`src/rtl/mem_stage_if.sv`:
```
// rtl/mem_stage_if.sv - req/ack bus between the MEM stage and the peripheral bridge
interface mem_stage_if;
   logic        pr_req;
   logic        pr_we;
   logic [31:0] pr_addr;
   logic [31:0] pr_wdata;
   logic [3:0]  pr_be;
   logic        pr_ack;
   logic [31:0] pr_rdata;

   modport master (output pr_req, pr_we, pr_addr, pr_wdata, pr_be,
                   input  pr_ack, pr_rdata);
   modport slave  (input  pr_req, pr_we, pr_addr, pr_wdata, pr_be,
                   output pr_ack, pr_rdata);
endinterface

```
`src/rtl/mem_stage.sv`:
```
// rtl/mem_stage.sv - MIPS MEM stage: DM byte lanes, peripheral req/ack with timeout, MEM/WB register
module mem_stage #(
   parameter logic [15:0] PR_BASE = 16'h3000,
   parameter int          TIMEOUT = 16
) (
   input  logic        clk,
   input  logic        rst,
   input  logic        i_ex_valid,
   input  logic [31:0] i_ex_addr,
   input  logic [31:0] i_ex_wdata,
   input  logic        i_ex_memread,
   input  logic        i_ex_memwrite,
   input  logic        i_ex_is_byte,
   input  logic        i_ex_is_half,
   input  logic [4:0]  i_ex_wb_ctrl,
   input  logic [4:0]  i_ex_rw,
   output logic [31:0] o_dm_addr,
   output logic [31:0] o_dm_wdata,
   output logic [3:0]  o_dm_be,
   mem_stage_if.master pr,
   output logic        o_mem_stall,
   output logic        o_wb_valid,
   output logic [31:0] o_wb_exout,
   output logic [4:0]  o_wb_rw,
   output logic [4:0]  o_wb_ctrl,
   output logic [31:0] o_wb_prrd,
   output logic        o_bus_err,
   output logic        o_align_err
);
   localparam int              CW       = $clog2(TIMEOUT + 1);
   localparam logic [CW-1:0]   CNT_LAST = CW'(TIMEOUT - 1);
   localparam logic [0:0]      S_IDLE   = 1'b0;
   localparam logic [0:0]      S_WAIT   = 1'b1;

   logic [0:0]    r_state;
   logic [CW-1:0] r_cnt;
   logic          r_gap;
   logic          r_wb_valid;
   logic [31:0]   r_wb_exout;
   logic [4:0]    r_wb_rw;
   logic [4:0]    r_wb_ctrl;
   logic [31:0]   r_wb_prrd;

   logic          w_acc;
   logic          w_is_pr;
   logic          w_is_dm;
   logic          w_word;
   logic          w_mis;
   logic          w_pr_hit;
   logic          w_idle;
   logic          w_wait;
   logic          w_start;
   logic          w_hold;
   logic          w_expire;
   logic [3:0]    w_be;
   logic [31:0]   w_wdata;

   assign w_acc    = i_ex_valid & (i_ex_memread | i_ex_memwrite);
   assign w_is_pr  = w_acc & (i_ex_addr[15:0] >= PR_BASE);
   assign w_is_dm  = w_acc & ~w_is_pr;
   assign w_word   = ~i_ex_is_byte & ~i_ex_is_half;
   assign w_mis    = w_acc & ((i_ex_is_half & ~i_ex_is_byte & i_ex_addr[0]) |
                              (w_word & (i_ex_addr[1:0] != 2'b00)));
   assign w_pr_hit = w_is_pr & ~w_mis;

   always_comb begin
      w_be    = 4'b1111;
      w_wdata = i_ex_wdata;
      if (i_ex_is_byte) begin
         w_be    = 4'b0001 << i_ex_addr[1:0];
         w_wdata = {4{i_ex_wdata[7:0]}};
      end else if (i_ex_is_half) begin
         w_be    = i_ex_addr[1] ? 4'b1100 : 4'b0011;
         w_wdata = {2{i_ex_wdata[15:0]}};
      end
   end

   // A new request right after an ack is held off one cycle so pr_req visibly drops between accesses
   assign w_idle   = (r_state == S_IDLE);
   assign w_wait   = (r_state == S_WAIT);
   assign w_start  = rst & w_idle & w_pr_hit & ~r_gap;
   assign w_hold   = rst & w_idle & w_pr_hit & r_gap;
   assign w_expire = w_wait & (r_cnt == CNT_LAST);

   assign o_dm_addr   = i_ex_addr;
   assign o_dm_wdata  = w_wdata;
   assign o_dm_be     = (w_is_dm & i_ex_memwrite & ~w_mis) ? w_be : 4'b0000;

   assign pr.pr_req   = w_start | (w_wait & ~w_expire);
   assign pr.pr_we    = i_ex_memwrite;
   assign pr.pr_addr  = i_ex_addr;
   assign pr.pr_wdata = w_wdata;
   assign pr.pr_be    = w_be;

   assign o_mem_stall = w_start | w_hold | (w_wait & ~pr.pr_ack & ~w_expire);
   assign o_bus_err   = w_expire & ~pr.pr_ack;
   assign o_align_err = rst & w_idle & w_mis;

   always_ff @(posedge clk or negedge rst) begin
      if (!rst) begin
         r_state    <= S_IDLE;
         r_cnt      <= '0;
         r_gap      <= 1'b0;
         r_wb_valid <= 1'b0;
         r_wb_exout <= '0;
         r_wb_rw    <= '0;
         r_wb_ctrl  <= '0;
         r_wb_prrd  <= '0;
      end else begin
         case (r_state)
            S_IDLE: begin
               r_gap <= 1'b0;
               if (w_start || w_hold) begin
                  if (w_start) begin
                     r_state <= S_WAIT;
                     r_cnt   <= '0;
                  end
                  r_wb_valid <= 1'b0;
                  r_wb_ctrl  <= '0;
                  r_wb_prrd  <= '0;
               end else begin
                  r_wb_valid <= i_ex_valid;
                  r_wb_exout <= i_ex_addr;
                  r_wb_rw    <= i_ex_rw;
                  r_wb_ctrl  <= {i_ex_wb_ctrl[4] & i_ex_valid & ~w_mis, i_ex_wb_ctrl[3:0]};
                  r_wb_prrd  <= '0;
               end
            end
            default: begin
               r_cnt <= r_cnt + CW'(1);
               if (pr.pr_ack || w_expire) begin
                  r_state    <= S_IDLE;
                  r_gap      <= pr.pr_ack;
                  r_wb_valid <= 1'b1;
                  r_wb_exout <= i_ex_addr;
                  r_wb_rw    <= i_ex_rw;
                  r_wb_ctrl  <= {i_ex_wb_ctrl[4] & pr.pr_ack, i_ex_wb_ctrl[3:0]};
                  r_wb_prrd  <= (pr.pr_ack & ~i_ex_memwrite) ? pr.pr_rdata : 32'h0;
               end
            end
         endcase
      end
   end

   assign o_wb_valid = r_wb_valid;
   assign o_wb_exout = r_wb_exout;
   assign o_wb_rw    = r_wb_rw;
   assign o_wb_ctrl  = r_wb_ctrl;
   assign o_wb_prrd  = r_wb_prrd;
endmodule
```
`src/flat_wrapper.sv`:
```
// flat-port wrapper written by rule: the top's interface ports become plain ports
module mem_stage_flat 
#(
   parameter logic [15:0] PR_BASE = 16'h3000,
   parameter int          TIMEOUT = 16
)
  (clk, rst, i_ex_valid, i_ex_addr, i_ex_wdata, i_ex_memread, i_ex_memwrite, i_ex_is_byte, i_ex_is_half, i_ex_wb_ctrl, i_ex_rw, o_dm_addr, o_dm_wdata, o_dm_be, o_mem_stall, o_wb_valid, o_wb_exout, o_wb_rw, o_wb_ctrl, o_wb_prrd, o_bus_err, o_align_err, pr_pr_req, pr_pr_we, pr_pr_addr, pr_pr_wdata, pr_pr_be, pr_pr_ack, pr_pr_rdata);
  mem_stage_if pr_i ();
  input  logic clk;
  input  logic rst;
  input  logic i_ex_valid;
  input  logic [31:0] i_ex_addr;
  input  logic [31:0] i_ex_wdata;
  input  logic i_ex_memread;
  input  logic i_ex_memwrite;
  input  logic i_ex_is_byte;
  input  logic i_ex_is_half;
  input  logic [4:0] i_ex_wb_ctrl;
  input  logic [4:0] i_ex_rw;
  output logic [31:0] o_dm_addr;
  output logic [31:0] o_dm_wdata;
  output logic [3:0] o_dm_be;
  output logic o_mem_stall;
  output logic o_wb_valid;
  output logic [31:0] o_wb_exout;
  output logic [4:0] o_wb_rw;
  output logic [4:0] o_wb_ctrl;
  output logic [31:0] o_wb_prrd;
  output logic o_bus_err;
  output logic o_align_err;
  output wire logic [$bits(pr_i.pr_req)-1:0] pr_pr_req;
  output wire logic [$bits(pr_i.pr_we)-1:0] pr_pr_we;
  output wire logic [$bits(pr_i.pr_addr)-1:0] pr_pr_addr;
  output wire logic [$bits(pr_i.pr_wdata)-1:0] pr_pr_wdata;
  output wire logic [$bits(pr_i.pr_be)-1:0] pr_pr_be;
  input wire logic [$bits(pr_i.pr_ack)-1:0] pr_pr_ack;
  input wire logic [$bits(pr_i.pr_rdata)-1:0] pr_pr_rdata;
  assign pr_pr_req = pr_i.pr_req;
  assign pr_pr_we = pr_i.pr_we;
  assign pr_pr_addr = pr_i.pr_addr;
  assign pr_pr_wdata = pr_i.pr_wdata;
  assign pr_pr_be = pr_i.pr_be;
  assign pr_i.pr_ack = pr_pr_ack;
  assign pr_i.pr_rdata = pr_pr_rdata;
  mem_stage #(.PR_BASE(PR_BASE), .TIMEOUT(TIMEOUT)) u_core (.clk(clk), .rst(rst), .i_ex_valid(i_ex_valid), .i_ex_addr(i_ex_addr), .i_ex_wdata(i_ex_wdata), .i_ex_memread(i_ex_memread), .i_ex_memwrite(i_ex_memwrite), .i_ex_is_byte(i_ex_is_byte), .i_ex_is_half(i_ex_is_half), .i_ex_wb_ctrl(i_ex_wb_ctrl), .i_ex_rw(i_ex_rw), .o_dm_addr(o_dm_addr), .o_dm_wdata(o_dm_wdata), .o_dm_be(o_dm_be), .pr(pr_i), .o_mem_stall(o_mem_stall), .o_wb_valid(o_wb_valid), .o_wb_exout(o_wb_exout), .o_wb_rw(o_wb_rw), .o_wb_ctrl(o_wb_ctrl), .o_wb_prrd(o_wb_prrd), .o_bus_err(o_bus_err), .o_align_err(o_align_err));
endmodule
```
`config.mk`:
```
export PLATFORM = sky130hd
export DESIGN_NAME = mem_stage_flat
export DESIGN_NICKNAME = d
export VERILOG_FILES = /design/src/rtl/mem_stage_if.sv /design/src/rtl/mem_stage.sv /design/src/flat_wrapper.sv
export SDC_FILE = /design/constraint.sdc
export NUM_CORES = 1
export LEC_CHECK = 0
export CAP_MARGIN = 25
export CORE_AREA = 2 2 127 129
export CTS_BUF_LIST = sky130_fd_sc_hd__clkbuf_16
export DETAILED_ROUTE_END_ITERATION = 6
export DIE_AREA = 0 0 129 131
export GPL_ROUTABILITY_DRIVEN = 0
export PLACE_DENSITY = 0.72
export SLEW_MARGIN = 20
export SYNTH_ARGS = -nofsm -noshare
export SYNTH_HDL_FRONTEND = slang
export SYNTH_SLANG_ARGS = --single-unit
```
`constraint.sdc`:
```
create_clock -name clk -period 3 [get_ports clk]
set_input_delay 0.6 -clock clk [delete_from_list [all_inputs] [get_ports clk]]
set_output_delay 0.6 -clock clk [all_outputs]
set_load 0.1 [all_outputs]
```
; After elaboration in Yosys (flattened, before gate mapping)
; Cells that the tools add are included.
; Widths: inputs -> output; s select.
[classes]
n_addsub = 1
magnitude_cmp = 1
n_eq_ne = 3
shifts = 1
n_mux = 30
bitwise_logic = 39
n_reduce_logical = 7
[ops]
columns = op, n
row1 = $mux 32, 8
row2 = $mux 5, 9
row3 = $and 1x1->1, 25
row4 = $ge 16x14->1 const B, 1
row5 = $mux 4, 4
row6 = $mux 1, 9
row7 = $not 1->1, 9
row8 = $reduce_bool 2->1, 3
row9 = $add 5x1->5 const B, 1
row10 = $eq 5x4->1 const B, 1
row11 = $or 1x1->1, 5
row12 = $reduce_and 2->1, 2
row13 = $shl 1x2->4 const A, 1
row14 = $logic_or 1x1->1, 2
row15 = $ne 2x1->1 const B, 1
row16 = $ne 2x2->1 const B, 1
[word_totals]
regBits = 82
input_bits = 114
out_inout_bits = 216

; Depth between registers and ports, before layout
; Gate-level depths: netlist of the first run.
[logic_depth]
word_depth = 12
ltp_mapped = 10
ltp_nobuf = 8

; Worst setup path before layout of the first run
; No wires, ideal clock.
[synth_timing]
path_kind = in2out
startpoint = input i_ex_is_half
endpoint = output o_dm_be[2]
arrival_time_ns = 4.299
setup_slack_ns = -1.899
cell_stages = 5
n_path_buf = 1
cell_sequence = buf_2 -> nor2_1 -> nor2_1 -> a21oi_1 -> nor2b_1
[synth_between]
elab_cells_between_ends = 12
[synth_rtl]
columns = item, line_no
row1 = start: declaration, flat_wrapper.sv:17  ; input logic i_ex_is_half;
row2 = $mux 4, mem_stage.sv:72  ; end else if (i_ex_is_half) begin
row3 = $mux 4, mem_stage.sv:69  ; if (i_ex_is_byte) begin
row4 = via pr_pr_be[2], flat_wrapper.sv:35  ; output wire logic [$bits(pr_i.pr_be)-1:0] pr_pr_be;
row5 = $mux 4, mem_stage.sv:87  ; assign o_dm_be = (w_is_dm & i_ex_memwrite & ~w_mis) ? w_be : 4'b0000;
row6 = end: declaration, flat_wrapper.sv:22  ; output logic [3:0] o_dm_be;
; The timed path passes the listed nets, and every way through them passes these cells.

; Final worst setup path of the first run
[layout_timing]
startpoint = register u_core.r_cnt[0]
endpoint = output o_mem_stall
[layout_between]
elab_chain_cells = 5
[layout_lines]
columns = item, line_no
row1 = start: declaration, mem_stage.sv:36  ; logic [CW-1:0] r_cnt;
row2 = start signal: assignment, mem_stage.sv:130  ; r_cnt <= r_cnt + CW'(1);
row3 = $eq 5x4->1, mem_stage.sv:83  ; assign w_expire = w_wait & (r_cnt == CNT_LAST);
row4 = $and 1x1->1, mem_stage.sv:83
row5 = $not 1->1, mem_stage.sv:95  ; assign o_mem_stall = w_start | w_hold | (w_wait & ~pr.pr_ack & ~w_expire);
row6 = $and 1x1->1, mem_stage.sv:95
row7 = $or 1x1->1, mem_stage.sv:95
row8 = end: declaration, flat_wrapper.sv:23  ; output logic o_mem_stall;
; No other way between the ends.

==> results.cfg, run 1 <==
[finish]
fin_nets = 753
final_area_sq_mm = 0.00810
final.fill_count = 1371
postLayoutCoreUtil_pct = 51.9
n_antenna_cell = 0
drive_gt1_share_pct = 49.8
multi_input_area_sq_mm = 0.00160
final_common_cell = buf_4
layout_common_cells = 170 x buf_4, 110 x clkdlybuf4s50_1, 82 x dfrtp_1
area_delta_synth_final_pct = 81.4
regArea_sq_mm = 0.00205

[clock_network]
cts-root-buf = clkbuf_16
cts_buffers = 9
h-tree-depth = 3
clock_path_buffers = 2
cts.sinks = 82
holdBufCountCts = 0
clk_latency_ns = 0.34
cts_tree = built
clkTransAtPathRegs_ns = 0.06

[sta]
rsz0062_at_grt = false
worst_pin_slew_ns = 0.562
setup_viol = 0
drv_slew = 0
max_freq_mhz = 346
hold_viol_final = 0
hold_slack_ns = 0.373
finalCriticalPeriod_ns = 2.89
tns_ns = 0
period_share_pct = 96.5
slew_headroom_pct = 62.5
fin_worst_skew_ns = 0.00808

[synthesis]
synthAdderAreaFrac_pct = 0.561
syn_nets = 509
syn_area_sq_mm = 0.00446
ys_seq_area_share_pct = 46.0
synthMuxAreaShare_pct = 14.6
ys_seq_elements = 82
synth-xor-area-share_pct = 0.589
yosys_warnings = 0
synth_cell_type_count = 42
synth_cells = 393
synth_compound_area_share_pct = 11.9
synth_area_per_cell_sq_um = 11.4
synth_top_family_by_area = buffers and inverters
synth-simple-area-share_pct = 5.86

[run_status]
outcome = completed

[placed_design]
place_area_sq_mm = 0.00777
dp_hpwl_um = 13200
portBuffers = 329

[pwr]
share_comb_of_total_power_pct = 51.7
ir_drop_mv = 0.267
p_seq_share_pct = 26.2
p_leak_nw = 3.87
p_clk_share_pct = 22.1
p_sw_share_pct = 47.6
power_density_mw_per_mm2 = 604
p_switching_w = 0.00232
internal_power_w = 0.00256

[worst_setup_path]
crit_path_max_fanout = 5
cp-end-kind = output pin
critPathArrivalTime_ns = 2.29
start_kind = flop
path_class = reg -> out
required_ns = 2.40

[floorplanning]
fp.dieArea_sq_mm = 0.0169
core-area_sq_mm = 0.0156
io_pins = 330
die_y_um = 131
num_rows = 46
start_util_pct = 28.6
die_w_um = 129

[global_routing]
grt_pass1_vias = 3910
grt_pass1_wl_um = 23000
grt_max_degree = 45
grt_use_total_pct = 18.4
antenna_found_initial = 0
overflow = 0

[routing]
drc_errors = 0
vias_per_cell = 4.36
ant_nets = 0
routed_wl_um = 15900
vias = 3738
drtPass1Iterations = 4
drt-initial-drc-count = 77
wl_per_cell_um = 18.6

[flow_run]
max-cap-violations = 0

[min_path]
worstHoldPathType = in -> async
[layout make-up]
type                    count  share of cell area (%)
well taps                 216                    3.34
clock inverters             6                   0.726
repair buffers            354                    47.5
flip-flops and latches     82                    25.3
clock buffers               9                    2.78
multi-input cells         179                    19.8
inverters                  11                   0.541
[registers in the layout, summed over array words and instances, names as in the netlist]
signal             count
u_core.r_gap           1
u_core.o_wb_rw         5
u_core.r_state         1
u_core.o_wb_ctrl       5
u_core.o_wb_valid      1
u_core.o_wb_prrd      32
u_core.r_cnt           5
u_core.o_wb_exout     32
[Yosys cell counts, drive strengths merged]
| cell | n | area (sq um) |
|---|---|---|
| nand4 | 1 | 6.26 |
| mux2i | 9 | 90.1 |
| o31ai | 1 | 7.51 |
| o21ai | 21 | 105 |
| nor2 | 13 | 48.8 |
| dfrtp | 82 | 2050 |
| a22o | 33 | 289 |
| o21bai | 1 | 7.51 |
| nand2b | 5 | 31.3 |
| o22ai | 1 | 6.26 |
| nor3 | 3 | 15.0 |
| or2 | 2 | 12.5 |
| and3 | 1 | 6.26 |
| nor2b | 6 | 45.0 |
| o21ba | 1 | 16.3 |
| xnor2 | 1 | 8.76 |
| nor4 | 1 | 12.5 |
| o31a | 1 | 17.5 |
| inv | 11 | 43.8 |
| a211oi | 2 | 20.0 |
| o211ai | 1 | 7.51 |
| a32o | 3 | 30.0 |
| a22oi | 1 | 7.51 |
| o21a | 1 | 7.51 |
| buf | 111 | 836 |
| xor2 | 2 | 17.5 |
| nor3b | 1 | 7.51 |
| a21oi | 2 | 10.0 |
| ha | 2 | 25.0 |
| nand2 | 19 | 71.3 |
| mux2 | 43 | 559 |
| nand3 | 1 | 5.00 |
| clkbuf | 10 | 37.5 |
[per-stage QoR]
step / worst slack (ns) / cells / power (W)
after floorplan: -0.519 / 393 / 0.00311
after global placement: -0.00706 / 840 / 0.00381
after detailed placement: -0.0664 / 840 / 0.00384
after CTS: -0.00455 / 855 / 0.00495
after global routing: 0.00158 / 857 / 0.00506
final: 0.106 / 857 / 0.00489
[power groups by stage]
stage / Combinational [W] / Sequential [W] / Clock (W)
3_3_place_gp: 0.00251 / 0.00130 / 0
2_1_floorplan: 0.00128 / 0.00183 / 0
6_report: 0.00253 / 0.00128 / 0.00108
5_1_grt: 0.00260 / 0.00130 / 0.00117
4_1_cts: 0.00254 / 0.00128 / 0.00112
3_5_place_dp: 0.00254 / 0.00130 / 0
[per-layer routing]
layer | vias to the layer above | GRT usage (%) | routed length, um
met5 | - | 0 | 0
met4 | 0 | 5.75 | 263
li1 | 1733 | - | -
met3 | 16 | 5.74 | 1250
met1 | 1801 | 19.4 | 5630
met2 | 188 | 35.1 | 8780
[worst max-delay path: stages (launching register included)]
cell,delay (ns)
dfrtp_1,0.41
ha_1,0.22
and3_1,0.19
ha_1,0.24
nand2b_1,0.21
or2_4,0.31
o31a_4,0.13
inv_4,0.07
buf_12,0.17
[cell families (layout without fill, tap and decap cells)]
group,count (synthesis),count (layout)
buf+inv,132,380
flops,82,82
compound gates,69,69
simple gates,53,53
mux,52,52
xor+xnor,3,3
fa+ha+maj,2,2
[what timing repair did]
item | CTS | global route
gates cloned | 0 | 0
pin swaps | 0 | 2
setup buffers | 0 | 2
gates resized for setup | 4 | 2
endpoints found under the setup margin | 3 | 4
[final timing paths]
check | startpoint | end | slack (ns) | cells past startpoint
setup / recovery | u_core.r_cnt[0] | o_mem_stall | 0.11 | 8
max in group asynchronous | rst | u_core.o_wb_prrd[16] | 1.70 | 3
hold reg to reg | u_core.o_wb_prrd[10] | u_core.o_wb_prrd[10] | 0.50 | 1
hold / removal | rst | u_core.r_cnt[0] | 0.37 | 2
setup reg to reg | u_core.r_cnt[0] | u_core.o_wb_exout[2] | 0.48 | 9
min in group clk | u_core.o_wb_prrd[10] | u_core.o_wb_prrd[10] | 0.50 | 1
No activity file was read; power rests on OpenSTA's default activity.
==> run 2, diff against run 1 <==
--- a/config.mk
+++ b/config.mk
@@ -12,7 +12,6 @@
 export DIE_AREA = 0 0 129 131
 export GPL_ROUTABILITY_DRIVEN = 0
 export PLACE_DENSITY = 0.72
-export SLEW_MARGIN = 20
 export SYNTH_ARGS = -nofsm -noshare
 export SYNTH_HDL_FRONTEND = slang
 export SYNTH_SLANG_ARGS = --single-unit
==> results of run 2 <==
No change in the layout: final DEF, timing and power equal those of run 1.
